### src/rtl/ysyx_24100027_pkg.sv
// Shared definitions for the ysyx_24100027 core: fetch FSM encoding,
// default reset PC and the RISC-V instruction field positions that the
// decode stage slices with the same constants.
package ysyx_24100027_pkg;

  localparam logic [31:0] RESET_PC_DEFAULT = 32'h8000_0000;

  // RISC-V base instruction field positions
  localparam int OPCODE_LSB = 0;
  localparam int OPCODE_MSB = 6;
  localparam int FUNCT3_LSB = 12;
  localparam int FUNCT3_MSB = 14;
  localparam int FUNCT7_LSB = 25;
  localparam int FUNCT7_MSB = 31;

  typedef enum logic [2:0] {
    S_IDLE  = 3'd0,
    S_REQ   = 3'd1,
    S_RESP  = 3'd2,
    S_HOLD  = 3'd3,
    S_EXEC  = 3'd4,
    S_FAULT = 3'd5
  } ifu_state_t;

  // A fetch address is legal only when it is word aligned.
  function automatic logic is_word_aligned(input logic [1:0] addr_lsb);
    return (addr_lsb == 2'b00);
  endfunction

endpackage

### src/rtl/ysyx_24100027_ifu_if.sv
// Instruction-memory port: one request channel (valid/ready + address)
// and one response channel (valid + data + error). The fetch unit is the
// master; the memory is the slave.
interface ysyx_24100027_ifu_if #(
  parameter int XLEN = 32
);
  logic            imem_req_valid;
  logic            imem_req_ready;
  logic [XLEN-1:0] imem_req_addr;
  logic            imem_resp_valid;
  logic [31:0]     imem_resp_data;
  logic            imem_resp_err;

  modport master (
    output imem_req_valid,
    input  imem_req_ready,
    output imem_req_addr,
    input  imem_resp_valid,
    input  imem_resp_data,
    input  imem_resp_err
  );

  modport slave (
    input  imem_req_valid,
    output imem_req_ready,
    input  imem_req_addr,
    output imem_resp_valid,
    output imem_resp_data,
    output imem_resp_err
  );
endinterface

### src/rtl/ysyx_24100027_ifu.sv
// Instruction fetch unit of the ysyx_24100027 multi-cycle core. Owns the
// PC, issues one word fetch per instruction, holds the fetched word for
// decode and waits for the commit carrying the next PC. No prefetch.
// Every output is a register or a slice of one, so no input reaches an
// output combinationally.
module ysyx_24100027_ifu
  import ysyx_24100027_pkg::*;
#(
  parameter int              XLEN     = 32,
  parameter logic [XLEN-1:0] RESET_PC = RESET_PC_DEFAULT
) (
  input  logic                clk,
  input  logic                rst_n,
  ysyx_24100027_ifu_if.master imem,
  output logic                inst_valid,
  input  logic                inst_ready,
  output logic [31:0]         inst,
  output logic [6:0]          opcode,
  output logic [2:0]          funct3,
  output logic [6:0]          funct7,
  output logic [XLEN-1:0]     pc,
  input  logic                commit_valid,
  input  logic [XLEN-1:0]     commit_pc,
  output logic                fetch_fault,
  output logic [31:0]         fetch_cnt
);

  ifu_state_t      state_r;
  logic [XLEN-1:0] pc_r;
  logic [31:0]     inst_r;
  logic [31:0]     fetch_cnt_r;
  logic            req_valid_r;
  logic            inst_valid_r;
  logic            fault_r;

  // Fetch FSM with PC, instruction register, counter and registered flags.
  // req_valid_r is raised together with entry into S_REQ, but only for an
  // aligned PC, so a misaligned target never shows a request pulse.
  always_ff @(posedge clk) begin
    if (!rst_n) begin
      state_r      <= S_IDLE;
      pc_r         <= RESET_PC;
      inst_r       <= 32'h0000_0000;
      fetch_cnt_r  <= 32'h0000_0000;
      req_valid_r  <= 1'b0;
      inst_valid_r <= 1'b0;
      fault_r      <= 1'b0;
    end else begin
      case (state_r)
        S_IDLE: begin
          state_r     <= S_REQ;
          req_valid_r <= is_word_aligned(pc_r[1:0]);
        end
        S_REQ: begin
          if (!is_word_aligned(pc_r[1:0])) begin
            state_r     <= S_FAULT;
            req_valid_r <= 1'b0;
            fault_r     <= 1'b1;
          end else if (imem.imem_req_ready) begin
            state_r     <= S_RESP;
            req_valid_r <= 1'b0;
          end else begin
            state_r     <= S_REQ;
          end
        end
        S_RESP: begin
          if (imem.imem_resp_valid) begin
            if (imem.imem_resp_err) begin
              state_r <= S_FAULT;
              fault_r <= 1'b1;
            end else begin
              state_r      <= S_HOLD;
              inst_r       <= imem.imem_resp_data;
              fetch_cnt_r  <= fetch_cnt_r + 32'd1;
              inst_valid_r <= 1'b1;
            end
          end else begin
            state_r <= S_RESP;
          end
        end
        S_HOLD: begin
          if (inst_ready) begin
            inst_valid_r <= 1'b0;
            if (commit_valid) begin
              // single-cycle downstream: skip S_EXEC entirely
              state_r     <= S_REQ;
              pc_r        <= commit_pc;
              req_valid_r <= is_word_aligned(commit_pc[1:0]);
            end else begin
              state_r <= S_EXEC;
            end
          end else begin
            state_r <= S_HOLD;
          end
        end
        S_EXEC: begin
          if (commit_valid) begin
            state_r     <= S_REQ;
            pc_r        <= commit_pc;
            req_valid_r <= is_word_aligned(commit_pc[1:0]);
          end else begin
            state_r <= S_EXEC;
          end
        end
        S_FAULT: begin
          state_r <= S_FAULT;
        end
        default: begin
          // unreachable encoding: park safely in the fault state
          state_r      <= S_FAULT;
          req_valid_r  <= 1'b0;
          inst_valid_r <= 1'b0;
          fault_r      <= 1'b1;
        end
      endcase
    end
  end

  assign imem.imem_req_valid = req_valid_r;
  assign imem.imem_req_addr  = pc_r;
  assign inst_valid          = inst_valid_r;
  assign inst                = inst_r;
  assign opcode              = inst_r[OPCODE_MSB:OPCODE_LSB];
  assign funct3              = inst_r[FUNCT3_MSB:FUNCT3_LSB];
  assign funct7              = inst_r[FUNCT7_MSB:FUNCT7_LSB];
  assign pc                  = pc_r;
  assign fetch_fault         = fault_r;
  assign fetch_cnt           = fetch_cnt_r;

endmodule
### src/flat_wrapper.sv
// flat-port wrapper written by rule: the top's interface ports become plain ports
module ysyx_24100027_ifu_flat import ysyx_24100027_pkg::*;
#(
  parameter int              XLEN     = 32,
  parameter logic [XLEN-1:0] RESET_PC = RESET_PC_DEFAULT
)
  (clk, rst_n, inst_valid, inst_ready, inst, opcode, funct3, funct7, pc, commit_valid, commit_pc, fetch_fault, fetch_cnt, imem_imem_req_valid, imem_imem_req_ready, imem_imem_req_addr, imem_imem_resp_valid, imem_imem_resp_data, imem_imem_resp_err);
  ysyx_24100027_ifu_if #(.XLEN(XLEN)) imem_i ();
  input  logic clk;
  input  logic rst_n;
  output logic inst_valid;
  input  logic inst_ready;
  output logic [31:0] inst;
  output logic [6:0] opcode;
  output logic [2:0] funct3;
  output logic [6:0] funct7;
  output logic [XLEN-1:0] pc;
  input  logic commit_valid;
  input  logic [XLEN-1:0] commit_pc;
  output logic fetch_fault;
  output logic [31:0] fetch_cnt;
  output wire logic [$bits(imem_i.imem_req_valid)-1:0] imem_imem_req_valid;
  input wire logic [$bits(imem_i.imem_req_ready)-1:0] imem_imem_req_ready;
  output wire logic [$bits(imem_i.imem_req_addr)-1:0] imem_imem_req_addr;
  input wire logic [$bits(imem_i.imem_resp_valid)-1:0] imem_imem_resp_valid;
  input wire logic [$bits(imem_i.imem_resp_data)-1:0] imem_imem_resp_data;
  input wire logic [$bits(imem_i.imem_resp_err)-1:0] imem_imem_resp_err;
  assign imem_imem_req_valid = imem_i.imem_req_valid;
  assign imem_i.imem_req_ready = imem_imem_req_ready;
  assign imem_imem_req_addr = imem_i.imem_req_addr;
  assign imem_i.imem_resp_valid = imem_imem_resp_valid;
  assign imem_i.imem_resp_data = imem_imem_resp_data;
  assign imem_i.imem_resp_err = imem_imem_resp_err;
  ysyx_24100027_ifu #(.XLEN(XLEN), .RESET_PC(RESET_PC)) u_core (.clk(clk), .rst_n(rst_n), .imem(imem_i), .inst_valid(inst_valid), .inst_ready(inst_ready), .inst(inst), .opcode(opcode), .funct3(funct3), .funct7(funct7), .pc(pc), .commit_valid(commit_valid), .commit_pc(commit_pc), .fetch_fault(fetch_fault), .fetch_cnt(fetch_cnt));
endmodule
### config.mk
export PLATFORM = sky130hd
export DESIGN_NAME = ysyx_24100027_ifu_flat
export DESIGN_NICKNAME = d
export VERILOG_FILES = /design/src/rtl/ysyx_24100027_pkg.sv /design/src/rtl/ysyx_24100027_ifu_if.sv /design/src/rtl/ysyx_24100027_ifu.sv /design/src/flat_wrapper.sv
export SDC_FILE = /design/constraint.sdc
export NUM_CORES = 1
export LEC_CHECK = 0
export ABC_CLOCK_PERIOD_IN_PS = 1900
export BUFFER_PORTS_ARGS = -buffer_cell sky130_fd_sc_hd__buf_2
export CAP_MARGIN = 5
export CORE_ASPECT_RATIO = 1.25
export CORE_MARGIN = 3
export CORE_UTILIZATION = 40
export DETAILED_ROUTE_END_ITERATION = 7
export HOLD_SLACK_MARGIN = 0.12
export PLACE_DENSITY = 0.71
export SYNTH_ARGS = -nofsm -noshare
export SYNTH_HDL_FRONTEND = slang
export SYNTH_SLANG_ARGS = --single-unit
### constraint.sdc
create_clock -name clk -period 1.9 [get_ports clk]
set_input_delay 0.095 -clock clk [delete_from_list [all_inputs] [get_ports clk]]
set_output_delay 0.095 -clock clk [all_outputs]
set_load 0.005 [all_outputs]
After elaboration in Yosys (flattened, before gate mapping)
Index checks and enable logic that the tools add are counted.
Word-level totals
  flip-flop bits (word level): 102
  bits in latches: 0
  RAM bits: 0
  bits in read-only memories: 0
  bits of input ports: 71
  memories kept: 0
Operators by class
  add/subtract/negate cells: 1
  multiply operators: 0
  div/mod/pow operators: 0
  $lt $le $gt $ge: 0
  equality and inequality tests: 11
  shift-type cells: 0
  muxes and demuxes: 23
  bitwise gates (word level): 4
  reductions and logical operators: 12
Operator list (count)
  2-to-1 mux 32 bit: 2
  case mux 32 bit (2 select lines): 1
  adder 32 x 1 -> 32 bit (second input constant): 1
  2-to-1 mux 3 bit: 5
  case mux 3 bit (5 select lines): 1
  2-to-1 mux 1 bit: 10
  inequality test 2 bit (second input constant): 5
  AND reduction 4 bit: 2
  OR reduction 4 bit: 2
  equality test 3 x 2 -> 1 bit (second input constant): 2
  equality test 3 bit (second input constant): 2
  case mux 1 bit (3 select lines): 2
  AND reduction 3 bit: 2
  case mux 1 bit (5 select lines): 1
  zero test 2 bit: 2
  inverter 1 bit: 4
  equality test 3 x 1 -> 1 bit (second input constant): 1
  zero test 3 bit: 1
  inequality test 3 bit (second input constant): 1
  2-to-1 mux 2 bit: 1
  AND reduction 2 bit: 1
  nonzero test 2 bit: 1
  OR reduction 2 bit: 1

Depth between registers and ports, before layout
  word-level depth: 4
  depth in mapped cells: 7

Worst setup path before layout
Ideal clock, no wire load.
  path kind: register to register
  start point: register u_core.fetch_cnt_r[0], in the netlist u_core.fetch_cnt[0]
  end point: register u_core.fetch_cnt_r[28], in the netlist u_core.fetch_cnt[28]
  library setup time: 0.070 ns
  data arrival time: 1.724 ns
  required time: 1.830 ns
  setup slack: 0.106 ns
  stages on the path, launching flop included: 7
  path buffers: 1
  cell sequence: dfxtp_1 ha_1 nand2_1 or3_1 buf_2 or4_1 a21oi_1
On the way
  word-level cells in the longest chain between the ends: 1
RTL lines
  start, declared: line ysyx_24100027_ifu.sv:31  | logic [31:0] fetch_cnt_r;
  start signal, assigned: line ysyx_24100027_ifu.sv:74  | fetch_cnt_r <= fetch_cnt_r + 32'd1;
  adder 32 x 1 -> 32 bit: line ysyx_24100027_ifu.sv:74
No other way between the ends.
A chain may end at the register's enable or synchronous reset.

Final worst setup path
  start point: register u_core.fetch_cnt_r[9], in the netlist u_core.fetch_cnt[9]
  end point: register u_core.fetch_cnt_r[30], in the netlist u_core.fetch_cnt[30]
Same word-level chain as after synthesis.

==> metrics.txt <==
run status=completed; Sink Count=102; YS warnings=0; layout cell share with drive strength beyond 1=35.6%; sequential fraction of the synthesis area=44.2%; final instance area=6600 um^2; DRT iter0 DRCs=271; core area=11,200 um^2; GRT overflow=0; Post-synth EDFFs=0; die height=126 um; TritonCTS buffer count=9; Area contributors post-synth=dfxtp_1 44%, buf_4 8.0%, mux2i_1 7.4%; most frequent cells in the layout=218 x buf_2, 100 x dfxtp_1, 84 x nand2_1, 66 x dlygate4sd3_1, 48 x a21oi_1; commonest non-fill, non-tap cell in the layout=buf_2; CP Data Arrival Time=2030 ps; Final Power=0.00457 W; Static Leak=3.25 nW; CP cell instances=and4_2 > nand4_1 > buf_4 > o311ai_0 > o41ai_1; minimum clock period=1820 ps; Die Width=102 um; Cells after Synth=533; drt wl/cell=14.0 um; CP top delay family=simple AND/OR/NAND/NOR gates; CTS Buffer Depth=2; root buf cell=clkbuf_16; first-pass GRT wire length=20,200 um; DRC violations left=0; dominant synthesized flop cell=dfxtp_1; vias in the first global route=4,297; HP Class=primary input to register; Yosys top cell area share=44.2%; Worst-path clk slew=70 ps; Crit Path Max Fanout=11; Mapped Nets=605; RSZ-0062 raised after global routing=no; Setup crit start kind=register; Critical Path RT=2110 ps; Max Cap Violations=0; RD Place Congestion=0.782; count of pins over their slew limit=0; Yosys top cell by area=dfxtp_1; Vias/cell=4.97; initial antenna violation count=1; Setup Buffers After CTS=0; Distinct cells, synth=47; Post-DP HPWL=8800 um; port buffer count=218; CP bufs+invs=1; via count=4,541; Cell Rows=43; Detail Route Antenna Nets=0; area growth from synthesis to layout=42.8%; Synth Area per Inst=8.67 um^2; pin count of the biggest net entering global routing=52; fin crit share=95.8%; Critical Path Max Stage Delay=380 ps; Worst IR Drop VDD=0.413 mV; Power Dens Cells=693 nW/um^2; post-synthesis register bit count=102; final setup vio count=0; Setup TNS=0 ps; Total Routed Length=12,800 um; CTS tree=built; crit end category=register; critical setup path kind=register to register; CTS H-Tree Depth=3; dpl cell area=5610 um^2; Final Hold Violating Endpoints=0; die footprint=12,900 um^2; Async S/R FF share, synth=0%; Starting Density=41.3%; Total GRT Usage=19.3%; actual slew at the worst max-slew pin=545 ps; Slew headroom=63.7%; Max Clock Skew=7.52 ps; Post-Syn Area=4620 um^2; Slowest-stage cell, CP=dfxtp_1; Initial DRT Pass Iterations=4; I/O Pins=219; nets=845; Skew-Pair Late Insertion Delay=340 ps; Achievable Freq=549 MHz
-- state kept, by name, indices dropped and copies added, names as in the netlist --
register	flops
u_core.fetch_cnt	32
u_core.fetch_fault	1
u_core.imem.imem_req_addr	32
u_core.imem.imem_req_valid	1
u_core.inst	32
u_core.inst_valid	1
u_core.state_r	3
-- power by group --
part	internal, W	switching, W	leakage, nW	total [W]
clock	0.00104	0.000831	0.148	0.00187
sequential	0.00218	0.0000259	0.824	0.00220
combinational	0.000276	0.000218	2.27	0.000494
-- final cells by class --
cell class,instances,area [um^2]
fill,987,4590
multi-input combinational,338,2050
sequential,102,2040
timing repair buffer,313,1990
clock buffer,9,225
tap,135,169
clock inverter,7,80.1
inverter,9,33.8
antenna,1,2.50
-- cell usage after synthesis, drive strengths merged (3+ instances only) --
master  instances
a21oi          48
and2            4
and4            7
buf            63
clkbuf         21
dfxtp         102
inv             9
mux2i          34
nand2          84
nand2b          8
nand3          10
nand4           7
nor2           46
nor3            3
nor4            7
nor4b           4
o21a            3
o21ai           8
o311ai          8
o31ai           7
o41ai           9
or3             5
or4             5
xnor2          10
-- metal layers --
metal / global-route usage, % / up-vias / wire, um
li1: - / 2276 / -
met2: 34.4 / 156 / 6650
met3: 5.21 / 21 / 872
met5: 0 / - / 0
met4: 7.88 / 0 / 283
met1: 21.3 / 2088 / 5020
-- worst reg2reg max path: stages (launching register included) --
cell	delay, ps
dfxtp_1	380
and4_2	320
nand4_1	230
buf_4	250
o311ai_0	380
o41ai_1	130
-- timing repair --
| action | CTS | global route |
|---|---|---|
| endpoints found under the setup margin | 1 | 14 |
| pin swaps | 0 | 1 |
| hold buffers | 66 | 0 |
| endpoints found under the hold margin | 66 | 0 |
| gates resized for setup | 1 | 11 |
-- stage by stage --
step,utilization (%),worst slack [ps],hold WS (ps),cells
6_report,58.9,79.2,166,914
5_1_grt,58.9,1.97,180,914
4_1_cts,58.8,56.6,152,913
3_5_place_dp,50.2,18.3,329,831
3_3_place_gp,50.2,99.0,317,831
2_1_floorplan,-,106,220,533
-- logic make-up after synthesis --
kind of cell,after synthesis,synth area share (%)
compound gates,90,12.1
fa+ha+maj,1,0.271
flops,102,44.2
simple gates,203,22.1
mux,34,7.37
buf+inv,93,12.0
xor+xnor,10,1.90
-- path summary, 6_finish.rpt --
| kind | startpoint | end | slack [ps] | cells past startpoint |
|---|---|---|---|---|
| setup / recovery | u_core.fetch_cnt[9] | u_core.fetch_cnt[30] | 80 | 5 |
| hold / removal | commit_valid | u_core.state_r[2] | 170 | 3 |
| setup reg to reg | u_core.fetch_cnt[9] | u_core.fetch_cnt[30] | 80 | 5 |
| hold reg to reg | u_core.inst[9] | u_core.inst[9] | 450 | 2 |
No activity file was read; power rests on OpenSTA's default activity.
